### src/rtl/sync_ram_pkg.sv
`default_nettype none
// +----------------------------------------------------------------------------+
// | sync_ram_pkg: shared types, default sizes and byte-merge helper            |
// | Rev 1.0                                                                    |
// +----------------------------------------------------------------------------+
package sync_ram_pkg;

  localparam int DATA_W_DEF = 16;
  localparam int ADDR_W_DEF = 4;

  // Widest word the merge helper handles; callers extend and truncate with casts.
  localparam int MERGE_W    = 256;
  localparam int MERGE_BE_W = MERGE_W / 8;

  typedef enum logic [0:0] {
    ST_CLEAR = 1'b0,
    ST_READY = 1'b1
  } state_e;

  function automatic logic [MERGE_W-1:0] be_merge(
    input logic [MERGE_W-1:0]    old_word,
    input logic [MERGE_W-1:0]    new_word,
    input logic [MERGE_BE_W-1:0] be
  );
    logic [MERGE_W-1:0] res;
    res = old_word;
    for (int i = 0; i < MERGE_BE_W; i++) begin
      if (be[i]) res[8*i +: 8] = new_word[8*i +: 8];
    end
    return res;
  endfunction

endpackage
`default_nettype wire

### src/rtl/sync_ram_2p_clear_ctrl.sv
`default_nettype none
// +----------------------------------------------------------------------------+
// | sync_ram_clear_ctrl: post-reset sweep that zeroes every word, then READY   |
// | Rev 1.0                                                                    |
// +----------------------------------------------------------------------------+
module sync_ram_clear_ctrl
  import sync_ram_pkg::*;
#(
  parameter int ADDR_W = ADDR_W_DEF
) (
  input  logic              clk,
  input  logic              rst_n,
  output logic              clr_we,
  output logic [ADDR_W-1:0] clr_addr,
  output logic              init_done
);

  state_e            state_q, state_d;
  logic [ADDR_W-1:0] cnt_q, cnt_d;

  always_comb begin
    state_d = state_q;
    cnt_d   = cnt_q;
    case (state_q)
      ST_CLEAR: begin
        cnt_d = cnt_q + ADDR_W'(1);
        if (cnt_q == {ADDR_W{1'b1}}) state_d = ST_READY;
      end
      ST_READY: state_d = ST_READY;
      default:  state_d = ST_CLEAR;
    endcase
  end

  always_ff @(posedge clk or negedge rst_n) begin
    if (!rst_n) begin
      state_q <= ST_CLEAR;
      cnt_q   <= '0;
    end else begin
      state_q <= state_d;
      cnt_q   <= cnt_d;
    end
  end

  assign clr_we    = (state_q == ST_CLEAR);
  assign clr_addr  = cnt_q;
  assign init_done = (state_q == ST_READY);

endmodule
`default_nettype wire

### src/rtl/sync_ram_2p.sv
`default_nettype none
// +----------------------------------------------------------------------------+
// | sync_ram_2p: simple dual-port sync RAM, byte enables, write-first bypass   |
// | SYNC_RAM_OUT_REG_EN adds an output register (read latency 2). Rev 1.0      |
// +----------------------------------------------------------------------------+
module sync_ram_2p
  import sync_ram_pkg::*;
#(
  parameter  int DATA_W = DATA_W_DEF,
  parameter  int ADDR_W = ADDR_W_DEF,
  localparam int BE_W   = DATA_W / 8
) (
  input  logic              clk,
  input  logic              rst_n,
  input  logic              wr_en,
  input  logic [ADDR_W-1:0] wr_addr,
  input  logic [DATA_W-1:0] wr_data,
  input  logic [BE_W-1:0]   wr_be,
  input  logic              rd_en,
  input  logic [ADDR_W-1:0] rd_addr,
  output logic [DATA_W-1:0] rd_data,
  output logic              rd_valid,
  output logic              init_done
);

  localparam int DEPTH = 2 ** ADDR_W;

  logic [DATA_W-1:0] mem_q [DEPTH];

  logic              clr_we;
  logic [ADDR_W-1:0] clr_addr;
  logic              wr_fire, rd_fire, rd_hit;
  logic              mem_we;
  logic [ADDR_W-1:0] mem_addr;
  logic [DATA_W-1:0] mem_wdata, wr_merged, rd_word, rd_bypass;
  logic [DATA_W-1:0] rd_data_q, rd_data_d;
  logic              rd_valid_q, rd_valid_d;

  sync_ram_clear_ctrl #(.ADDR_W(ADDR_W)) u_clear_ctrl (
    .clk       (clk),
    .rst_n     (rst_n),
    .clr_we    (clr_we),
    .clr_addr  (clr_addr),
    .init_done (init_done)
  );

  // User traffic is dropped, not queued, until the sweep finishes.
  assign wr_fire = wr_en & init_done;
  assign rd_fire = rd_en & init_done;
  assign rd_hit  = wr_fire && (wr_addr == rd_addr);
  assign rd_word = mem_q[rd_addr];

  always_comb begin
    wr_merged = DATA_W'(be_merge(MERGE_W'(mem_q[wr_addr]), MERGE_W'(wr_data),
                                 MERGE_BE_W'(wr_be)));
    mem_we    = clr_we | wr_fire;
    mem_addr  = clr_we ? clr_addr : wr_addr;
    mem_wdata = clr_we ? '0 : wr_merged;
    // On a same-address hit the stored word is the write target, so the
    // merged write data is exactly the write-first result.
    rd_bypass  = rd_hit ? wr_merged : rd_word;
    rd_data_d  = rd_fire ? rd_bypass : rd_data_q;
    rd_valid_d = rd_fire;
  end

  always_ff @(posedge clk) begin
    if (mem_we) mem_q[mem_addr] <= mem_wdata;
  end

  always_ff @(posedge clk or negedge rst_n) begin
    if (!rst_n) begin
      rd_data_q  <= '0;
      rd_valid_q <= 1'b0;
    end else begin
      rd_data_q  <= rd_data_d;
      rd_valid_q <= rd_valid_d;
    end
  end

`ifdef SYNC_RAM_OUT_REG_EN
  logic [DATA_W-1:0] out_data_q, out_data_d;
  logic              out_valid_q, out_valid_d;

  always_comb begin
    out_data_d  = rd_data_q;
    out_valid_d = rd_valid_q;
  end

  always_ff @(posedge clk or negedge rst_n) begin
    if (!rst_n) begin
      out_data_q  <= '0;
      out_valid_q <= 1'b0;
    end else begin
      out_data_q  <= out_data_d;
      out_valid_q <= out_valid_d;
    end
  end

  assign rd_data  = out_data_q;
  assign rd_valid = out_valid_q;
`else
  assign rd_data  = rd_data_q;
  assign rd_valid = rd_valid_q;
`endif

endmodule
`default_nettype wire
### config.mk
export PLATFORM = sky130hd
export DESIGN_NAME = sync_ram_2p
export DESIGN_NICKNAME = d
export VERILOG_FILES = /design/src/rtl/sync_ram_pkg.sv /design/src/rtl/sync_ram_2p_clear_ctrl.sv /design/src/rtl/sync_ram_2p.sv
export SDC_FILE = /design/constraint.sdc
export NUM_CORES = 1
export LEC_CHECK = 0
export ABC_AREA = 1
export CORE_MARGIN = 2
export CORE_UTILIZATION = 43
export CTS_BUF_LIST = sky130_fd_sc_hd__clkbuf_2 sky130_fd_sc_hd__clkbuf_4 sky130_fd_sc_hd__clkbuf_8
export DETAILED_ROUTE_END_ITERATION = 12
export PLACE_DENSITY_LB_ADDON = 0.3
export SETUP_SLACK_MARGIN = 0.05
export SYNTH_ARGS = -nofsm -noshare
export SYNTH_HDL_FRONTEND = slang
export SYNTH_SLANG_ARGS = --single-unit
### constraint.sdc
create_clock -name clk -period 3.4 [get_ports clk]
set_input_delay 1.02 -clock clk [delete_from_list [all_inputs] [get_ports clk]]
set_output_delay 1.02 -clock clk [all_outputs]
set_load 0.005 [all_outputs]
==> results of run 1 <==
==> Yosys cell counts <==
cell,instances,area [sq um]
edfxtp_1,256,7690
nand3_1,414,2070
nor4_1,1,6.26
buf_8,1,15.0
nand2_1,762,2860
clkinv_1,11,41.3
o21ai_2,1,8.76
ha_1,1,12.5
buf_1,16,60.1
nand2_4,4,45.0
inv_1,228,856
buf_4,1,7.51
nor2_1,43,161
o21ai_0,1,5.00
clkinv_2,1,5.00
buf_6,2,22.5
dfrtp_1,22,551
nor2_2,1,6.26
clkbuf_1,19,71.3
nand4_1,1,6.26
a21oi_1,1,5.00
nand3_2,10,100
xor2_1,1,8.76
nand2_2,5,31.3
inv_2,4,15.0
buf_2,73,365
nor3_1,4,20.0
or2_1,1,6.26
nor2_4,1,11.3
==> worst reg2reg max path: stages, from the launching register on <==
cell and delay (ns):
dfrtp_1 0.72, inv_2 0.36, nand2_1 0.20, nand2_4 0.08
inv_2 0.11, nand2_2 0.06, nand2_2 0.09, nor2_4 0.04
nand2_4 0.27, clkinv_2 0.38, nand2_1 0.16, nand2_1 0.15
nand2_1 0.09
==> flip-flops by register name, indices dropped and copies added, names as in the netlist <==
signal,cells
rd_valid,1
u_clear_ctrl.clr_addr,4
u_clear_ctrl.init_done,1
rd_data,16
mem_q,256
==> power by group through the flow <==
stage               clock network (W)  logic (W)  registers [W]
finish                        0.00303    0.00105        0.00389
global route                  0.00322    0.00113        0.00390
CTS                           0.00308    0.00103        0.00389
detailed placement                  0    0.00103        0.00396
global placement                    0    0.00101        0.00396
floorplan                           0   0.000584        0.00395
==> cell type report <==
cell class,count,area [sq um],area share [%]
Clock buffer,62,791,4.58
Inverter,244,922,5.34
Timing Repair Buffer,122,1160,6.71
Sequential cell,278,8240,47.7
Tap cell,455,569,3.30
Clock inverter,29,165,0.956
Multi-Input combinational cell,1252,5430,31.4
==> cells by family (layout without fill, tap and decap cells) <==
family | Yosys count | count (layout)
fa+ha+maj | 1 | 1
xor+xnor | 1 | 1
compound gates | 3 | 3
simple gates | 1247 | 1247
flops | 278 | 278
buf+inv | 356 | 457
==> metrics by stage <==
stage | hold WS (ns) | util, %
finish | 0.484 | 50.0
global route | 0.496 | 50.0
CTS | 0.481 | 50.0
detailed placement | 0.466 | 47.2
global placement | 0.465 | 47.2
floorplan | 0.472 | -
==> final timing paths <==
check                                  startpoint  slack [ns]                  endpoint
min in group asynchronous                   rst_n        0.78                rd_data[7]
hold reg to reg                       rd_data[13]        0.48               rd_data[13]
setup reg to reg           u_clear_ctrl.init_done        0.62               rd_data[15]
setup / recovery           u_clear_ctrl.init_done        0.45                 init_done
hold / removal                        rd_data[13]        0.48               rd_data[13]
max in group asynchronous                   rst_n        2.39  u_clear_ctrl.clr_addr[3]
==> metal layers <==
layer | up-vias | share of wire (%) | GRT usage (%)
met1 | 6275 | 40 | 36.2
met4 | 0 | 3.5 | 10.8
li1 | 6168 | - | -
met5 | - | 0 | 0
met3 | 137 | 12 | 6.76
met2 | 810 | 44 | 40.9
==> results.yml, run 1 <==
sta:
  finalCriticalPeriod_ns: 2.95
  slew_violations: 0
  rsz0062_at_grt: "no"
  hold_viol_final: 0
  max_freq_mhz: 339
  fin_ws_ns: 0.453
  fin_crit_sh_pct: 86.7
  relSlewSlack_pct: 44.8
  setup_viol: 0
  fin_tns_setup_ns: 0
  tightest_slew_ns: 0.828
  fin_skew_ns: 0.0285
clock_tree:
  cts.repair.resized: 0
  cts_buffers: 49
  cts_tree: "done"
  cts_root_buf: "clkbuf_8"
  htree_levels: 2
  cts_max_path_buffers: 3
  post_cts_buffers: 0
  clkSinkCount: 278
  postCtsHoldBufs: 0
  clock_latency_ns: 0.60
  clk_pin_slew_ns: 0.06
yosys:
  syn_nets: 1917
  ys_warn_count: 0
  syn-mean-instance-area_sq_um: 7.99
  synthMuxAreaShare_pct: 0
  yosys.area_share.simple_pct: 35.4
  synth_top_family_by_area: "simple AND/OR/NAND/NOR gates"
  synth_area_sq_um: 15100
  synth_cell_types: 29
  yosys.area_share.adder_pct: 0.0831
  synth_xor_xnor_area_share_pct: 0.0581
  synth-compound-area-share_pct: 0.125
  netlist_instances: 1886
  ys_seq_area_share_pct: 54.7
  ys_ff_latch: 278
global_route:
  grt_max_degree: 130
  grt_overflow: 0
  antenna_found_initial: 0
  first_global_vias: 12672
  gr-usage-all-layers_pct: 26.7
  grt_pass1_wl_mm: 73.3
floorplan:
  die_width_um: 191
  ioPinCount: 48
  fp.dieArea_sq_um: 36500
  fp.dieH_um: 191
  core_area_sq_um: 34500
  rows: 68
  start_util_pct: 43.6
flow_run:
  drv_cap: 0
layout:
  final_cell_mix: "nand2_1 (762), nand3_1 (414), edfxtp_1 (256)"
  final_cells: 2442
  fillCellCount: 3233
  final_nets: 1978
  final_common_cell: "nand2_1"
  drive_gt1_share_pct: 9.91
  num_antenna_cells: 0
  syn_to_final_growth_pct: 14.7
  fin_area_sq_um: 17300
placement:
  gp_congestion: 0.876
  dp_hpwl_mm: 29.5
  place.port_buffers: 47
  dp_slack_ns: 0.247
  place_area_sq_um: 16300
  dp.cells: 2351
power_and_ir_drop:
  intPower_w: 0.00580
  peakVddDrop_mv: 0.222
  total_power_w: 0.00797
  power_frac_seq_pct: 48.8
  swShare_pct: 27.3
  powerDensity_nw_per_um2: 462
  power.leakage_nw: 7.89
  p_sw_w: 0.00217
  pwr-share-comb_pct: 13.1
  pwr-share-clk_pct: 38.0
setup_path:
  required_ns: 2.38
  cp.arrival_ns: 1.93
  cp_max_fo: 12
  worst_setup_path_start_kind: "flop"
  cpPeakStageDelay_ns: 0.72
  worstSetupPathType: "reg2out"
  crit_cells: 1
  r2r_cells: 12
  cp.buffers_inverters: 1
  cp-end-kind: "primary output"
  critical_path.cell_chain: "clkdlybuf4s50_1"
  critPathTopFamily: "flip-flops"
  crit_path_top_delay_cell: "dfrtp_1"
min_path:
  holdPathStages: 2
  hold_class: "reg2reg"
detailed_routing:
  wire_per_inst_um: 19.8
  routed_wirelength_mm: 48.3
  dr.pass1.iters: 5
  drt-initial-drc-count: 1639
  drc_errors: 0
  vias: 13390
  ant_nets: 0
  avgViaCountPerCell: 5.48
run_status:
  status: "finished, final reports clean"
(Power assumes the default switching activity.)
==> run 2, diff against run 1 <==
CAP_MARGIN = 20   (was not set)
==> results of run 2 <==
No change in the layout: final DEF, timing and power equal those of run 1.
